<file path="config.mk">
export PLATFORM = sky130hd
export DESIGN_NAME = ssd_scan_ctrl
export DESIGN_NICKNAME = d
export VERILOG_FILES = /design/src/rtl/ssd_pkg.sv /design/src/rtl/ssd_slot_timer.sv /design/src/rtl/ssd_scan_ctrl.sv
export SDC_FILE = /design/constraint.sdc
export NUM_CORES = 1
export LEC_CHECK = 0
export CORE_ASPECT_RATIO = 1.75
export CORE_UTILIZATION = 54
export CTS_CLUSTER_DIAMETER = 60
export DETAILED_ROUTE_END_ITERATION = 6
export PLACE_DENSITY_LB_ADDON = 0.15
export SETUP_SLACK_MARGIN = 0.02
export SYNTH_ARGS = -nofsm -noshare
export SYNTH_HDL_FRONTEND = slang
export SYNTH_SLANG_ARGS = --single-unit
</file>
<file path="constraint.sdc">
create_clock -name clk -period 2.7 [get_ports clk]
set_input_delay 0.54 -clock clk [delete_from_list [all_inputs] [get_ports clk]]
set_output_delay 0.54 -clock clk [all_outputs]
set_load 0.01 [all_outputs]
</file>
<file path="src/rtl/ssd_pkg.sv">
// Shared constants and helpers for the 4-digit seven-segment scan controller.
package ssd_pkg;

  localparam logic [7:0] SEG_BLANK  = 8'hFF;
  localparam logic [3:0] ANODE_OFF  = 4'b1111;
  localparam int         NUM_DIGITS = 4;
  localparam int         IDX_W      = 2;

  typedef logic [IDX_W-1:0] idx_t;

  typedef enum logic {
    PH_BLANK = 1'b0,
    PH_SHOW  = 1'b1
  } phase_t;

  // Active-low one-hot anode enable for the digit at idx.
  function automatic logic [3:0] anode_sel(input idx_t idx);
    return ~(4'b0001 << idx);
  endfunction

endpackage

</file>
<file path="src/rtl/ssd_slot_timer.sv">
// Slot/digit timebase: counts cycles within a digit slot and steps the digit index.
module ssd_slot_timer
  import ssd_pkg::*;
#(
  parameter int SCAN_DIV  = 100000,
  parameter int BLANK_CYC = 1000
) (
  input  logic clk,
  input  logic rst,
  output idx_t idx,
  output logic slot_wrap,
  output logic frame_wrap,
  output logic in_blank
);

  localparam int                CNT_W     = (SCAN_DIV > 1) ? $clog2(SCAN_DIV) : 1;
  localparam logic [CNT_W-1:0] LAST_CNT  = CNT_W'(SCAN_DIV - 1);
  localparam logic [CNT_W-1:0] BLANK_END = CNT_W'(BLANK_CYC);
  localparam idx_t             LAST_IDX  = idx_t'(NUM_DIGITS - 1);

  logic [CNT_W-1:0] slot_cnt_r;
  idx_t             idx_r;

  assign idx        = idx_r;
  assign slot_wrap  = (slot_cnt_r == LAST_CNT);
  assign frame_wrap = slot_wrap && (idx_r == LAST_IDX);
  assign in_blank   = (slot_cnt_r < BLANK_END);

  // Slot counter wraps every SCAN_DIV cycles and advances the digit index.
  always_ff @(posedge clk or posedge rst) begin
    if (rst) begin
      slot_cnt_r <= '0;
      idx_r      <= '0;
    end else if (slot_wrap) begin
      slot_cnt_r <= '0;
      idx_r      <= idx_r + idx_t'(1);
    end else begin
      slot_cnt_r <= slot_cnt_r + CNT_W'(1);
    end
  end

endmodule

</file>
<file path="src/rtl/ssd_scan_ctrl.sv">
// Multiplexed 4-digit common-anode display scanner with per-frame digit snapshot.
// Optional build macro: LEADING_ZERO_BLANK_EN suppresses leading zero digits.
module ssd_scan_ctrl
  import ssd_pkg::*;
#(
  parameter int SCAN_DIV  = 100000,
  parameter int BLANK_CYC = 1000
) (
  input  logic        clk,
  input  logic        rst,
  input  logic [15:0] digits_in,
  input  logic [3:0]  dp_in,
  output logic [3:0]  dec_sel,
  input  logic [7:0]  dec_seg,
  output logic [7:0]  seg_out,
  output logic [3:0]  an_out,
  output logic        frame_start
);

  idx_t        idx_s;
  logic        slot_wrap_s;
  logic        frame_wrap_s;
  logic        in_blank_s;
  phase_t      phase_s;
  logic [15:0] shadow_digits_r;
  logic [3:0]  shadow_dp_r;
  logic [7:0]  next_seg_s;
  logic [3:0]  next_an_s;
  logic        unused_s;

  ssd_slot_timer #(
    .SCAN_DIV  (SCAN_DIV),
    .BLANK_CYC (BLANK_CYC)
  ) u_timer (
    .clk        (clk),
    .rst        (rst),
    .idx        (idx_s),
    .slot_wrap  (slot_wrap_s),
    .frame_wrap (frame_wrap_s),
    .in_blank   (in_blank_s)
  );

  // The decoder's DP position is replaced by our own dp request.
  assign unused_s = ^{slot_wrap_s, dec_seg[0]};
  assign phase_s  = in_blank_s ? PH_BLANK : PH_SHOW;

  // Shadow copy of the inputs, refreshed only at the frame boundary.
  always_ff @(posedge clk or posedge rst) begin
    if (rst) begin
      shadow_digits_r <= 16'h0000;
      shadow_dp_r     <= 4'b0000;
    end else if (frame_wrap_s) begin
      shadow_digits_r <= digits_in;
      shadow_dp_r     <= dp_in;
    end else begin
      shadow_digits_r <= shadow_digits_r;
      shadow_dp_r     <= shadow_dp_r;
    end
  end

  // Decoder nibble select from the shadow only.
  always_comb begin
    dec_sel = 4'h0;
    case (idx_s)
      2'd0:    dec_sel = shadow_digits_r[3:0];
      2'd1:    dec_sel = shadow_digits_r[7:4];
      2'd2:    dec_sel = shadow_digits_r[11:8];
      2'd3:    dec_sel = shadow_digits_r[15:12];
      default: dec_sel = 4'h0;
    endcase
  end

`ifdef LEADING_ZERO_BLANK_EN
  logic [3:0] zero_run_s;
  logic [3:0] lz_blank_s;

  // A digit is a leading zero when it and every higher digit are zero.
  always_comb begin
    zero_run_s    = 4'b0000;
    zero_run_s[3] = (shadow_digits_r[15:12] == 4'h0);
    zero_run_s[2] = zero_run_s[3] && (shadow_digits_r[11:8] == 4'h0);
    zero_run_s[1] = zero_run_s[2] && (shadow_digits_r[7:4] == 4'h0);
    zero_run_s[0] = 1'b0;
    lz_blank_s    = zero_run_s & ~shadow_dp_r;
  end
`endif

  // Next segment/anode drive for the current phase and digit.
  always_comb begin
    next_seg_s = SEG_BLANK;
    next_an_s  = ANODE_OFF;
    case (phase_s)
      PH_BLANK: begin
        next_seg_s = SEG_BLANK;
        next_an_s  = ANODE_OFF;
      end
      PH_SHOW: begin
        next_an_s = anode_sel(idx_s);
`ifdef LEADING_ZERO_BLANK_EN
        if (lz_blank_s[idx_s]) begin
          next_seg_s = SEG_BLANK;
        end else begin
          next_seg_s = {dec_seg[7:1], ~shadow_dp_r[idx_s]};
        end
`else
        next_seg_s = {dec_seg[7:1], ~shadow_dp_r[idx_s]};
`endif
      end
      default: begin
        next_seg_s = SEG_BLANK;
        next_an_s  = ANODE_OFF;
      end
    endcase
  end

  // Pin-facing output registers.
  always_ff @(posedge clk or posedge rst) begin
    if (rst) begin
      seg_out     <= SEG_BLANK;
      an_out      <= ANODE_OFF;
      frame_start <= 1'b0;
    end else begin
      seg_out     <= next_seg_s;
      an_out      <= next_an_s;
      frame_start <= frame_wrap_s;
    end
  end

endmodule

</file>
==> results.yml <==
run_status:
  status: "finished clean"
power:
  p_sw_mw: 0.262
  finalPower_mw: 1.29
  clockPowerShare_pct: 31.4
  intPower_mw: 1.03
  swShare_pct: 20.2
  power_density_nw_per_um2: 447
  peakVddDrop_mv: 0.391
  p_seq_share_pct: 62.0
  power.leakage_nw: 1.24
  comb_power_share_pct: 6.6
synthesis:
  syn_avg_cell_area_sq_um: 12.7
  ys_ff_latch: 52
  synth_top_area_share_pct: 43.9
  synth_cell_types: 34
  synth.area.top_cells: "dfrtp_1 44%, dfstp_2 14%, mux2_2 9.9%"
  ys.warnings.count: 0
  synthTopCellsByCount: "40 x dfrtp_1, 20 x mux2_2, 12 x dfstp_2, 12 x nor2_1, 11 x xnor2_1"
  synth-edff-count: 0
  synth_top_cell_by_area: "dfrtp_1"
  yosysSeqAreaShare_pct: 57.7
  synth_async_sr_flop_share_pct: 100
  syn_inst: 180
  ys.flop_type: "dfrtp_1"
  syn_nets: 216
  yosysMostFrequentCell: "dfrtp_1"
  synth_area_sq_um: 2280
finish:
  diodes: 0
  layout.nets: 269
  drive_gt1_share_pct: 21.8
  area_growth_pct: 27.0
  utilization_pct: 73.5
setup_path:
  crit_path_end: "dec_sel[1]"
  required_ns: 2.16
  startpoint: "u_timer.idx[1]"
  startpoint_type: "flip-flop"
  crit_arrival_ns: 2.04
  timing.reg2reg.setup_slack_ns: 0.68
  timing.rr.end: "u_timer.idx[1]"
  path_cells: "inv_1 > ha_1 > a222oi_1 > mux2i_1 > clkdlybuf4s50_1"
  crit_type: "flip-flop to output pin"
  path_max_fanout: 5
  r2r-start: "u_timer.slot_cnt_r[13]"
  critical-path-top-delay-family: "buffers and inverters"
  reg2regPathDepth: 4
  cp_num_cells: 5
  cp-end-kind: "output pin"
  crit_slowest_cell: "clkdlybuf4s50_1"
  cp_num_buf_inv: 2
  critPathMaxStageDelay_ns: 0.49
cts:
  insertion_delay_ns: 0.29
  clk_pin_slew_ns: 0.08
  cts.hold.buffers_added: 0
  cts_max_level: 2
  tritoncts: "yes"
  cts_num_sinks: 52
  cts_made_buffers: 5
  cts_max_path_buffers: 2
  cts_root_buffer: "clkbuf_8"
min_path:
  min_path_type: "flip-flop to flip-flop"
  hp-start: "u_timer.slot_cnt_r[0]"
  hold_depth: 1
placed_design:
  io_buffers: 45
  dp_hpwl_mm: 3.55
  place_congestion: 0.851
global_routing:
  overflow: 0
  grt_usage_pct: 22.8
  grt_start_max_net_pins: 21
  grt_pass1_vias: 1646
  grt_pass1_wl_mm: 7.44
  antenna_found_initial: 0
routing:
  drt-total-wl_mm: 4.59
  vias: 1544
  drc_errors: 0
  ant_nets: 0
  drt_pre_antenna_iters: 5
  drt_iter0_drc: 67
  viasPerCell: 5.48
  avgRoutedWirePerCell_um: 16.3
timing:
  finClkSkew_ns: 0.00598
  finalSetupViolations: 0
  drv_slew: 0
  tightest_slew_ns: 0.921
  final_hold_viol_count: 0
  fin_crit_sh_pct: 95.6
  fin_crit_ns: 2.58
  maxSlewHeadroom_pct: 38.3
  fmax_ghz: 0.387
die:
  core_sq_um: 3940
  initial_core_util_pct: 57.9
  die_h_um: 88.0
  dieWidth_um: 51.1
  rows: 30
  fp.dieArea_sq_um: 4500
  io_pins: 47
run:
  maxCapViolations: 0
==> routing by layer <==
layer  up-vias  track usage [%]  wire length [um]
met5         -                0                 0
met4         0             9.60                67
met3         8             3.99               126
met2        34             44.6              2710
met1       770             22.4              1680
li1        732                -                 -
==> flip-flops by register name (all words and copies together), names as in the netlist <==
signal              flops
an_out                  4
u_timer.idx             2
frame_start             1
u_timer.slot_cnt_r     17
shadow_dp_r             4
shadow_digits_r        16
seg_out                 8
==> layout make-up <==
type | count | area (sq um)
flip-flops and latches | 52 | 1320
fillers | 273 | 1040
multi-input cells | 115 | 915
repair buffers | 51 | 495
clock buffers | 7 | 76.3
well taps | 48 | 60.1
inverters | 8 | 30.0
clock inverters | 1 | 5.00
==> what timing repair did <==
| item | CTS | global route |
|---|---|---|
| setup endpoints to repair | 0 | 4 |
| endpoints found under the hold margin | 0 | 0 |
| setup buffers | 0 | 3 |
| gates resized for setup | 0 | 1 |
==> worst min-delay path by stage <==
stage,end,slack [ns]
2_1_floorplan,u_timer.slot_cnt_r[0],0.45
3_3_place_gp,u_timer.slot_cnt_r[0],0.47
3_5_place_dp,u_timer.slot_cnt_r[0],0.48
4_1_cts,u_timer.slot_cnt_r[3],0.50
5_1_grt,u_timer.slot_cnt_r[3],0.51
6_report,u_timer.slot_cnt_r[0],0.49
==> logic make-up after synthesis <==
family | share of synthesized area [%]
AO/OA/AOI/OAI | 3.18
XOR/XNOR | 5.76
adder cells (fa/ha/maj) | 3.29
buffers and inverters | 2.30
flip-flops | 57.7
multiplexers | 12.6
AND/OR/NAND/NOR | 15.1
==> stage by stage <==
| step | TNS (ns) | instances | area (sq um) | worst slack [ns] | hold WS, ns |
|---|---|---|---|---|---|
| after global placement | 0 | 271 | 2790 | 0.438 | 0.468 |
| after CTS | 0 | 279 | 2870 | 0.0677 | 0.497 |
| after floorplan | 0 | 180 | 2280 | 0.901 | 0.455 |
| after detailed placement | 0 | 271 | 2790 | 0.387 | 0.484 |
| after global routing | -0.0118 | 282 | 2900 | -0.00754 | 0.513 |
| final | 0 | 282 | 2900 | 0.119 | 0.493 |
==> power groups by stage <==
stage / Combinational (mW) / Clock [mW] / Sequential (mW)
detailed placement: 0.0873 / 0 / 0.817
global placement: 0.0842 / 0 / 0.816
finish: 0.0860 / 0.407 / 0.802
global route: 0.0940 / 0.446 / 0.804
CTS: 0.0877 / 0.423 / 0.802
floorplan: 0.0316 / 0 / 0.814
==> layout by cell type, fill, tap and decap left out, types with 2 or more instances in the layout <==
cell type,n
clkdlybuf4s50_1,45
dfrtp_1,40
mux2_2,20
nor2_1,12
dfstp_2,12
xnor2_1,11
nand2_1,10
nand2b_1,8
nand3_1,8
inv_1,7
buf_4,6
ha_1,5
clkbuf_8,5
a222oi_1,4
mux2i_1,4
nand4_1,4
xor2_1,4
nor4_1,3
nor3_1,3
and3_1,2
o211ai_1,2
o21ai_0,2
clkbuf_1,2
(Power assumes the default switching activity.)
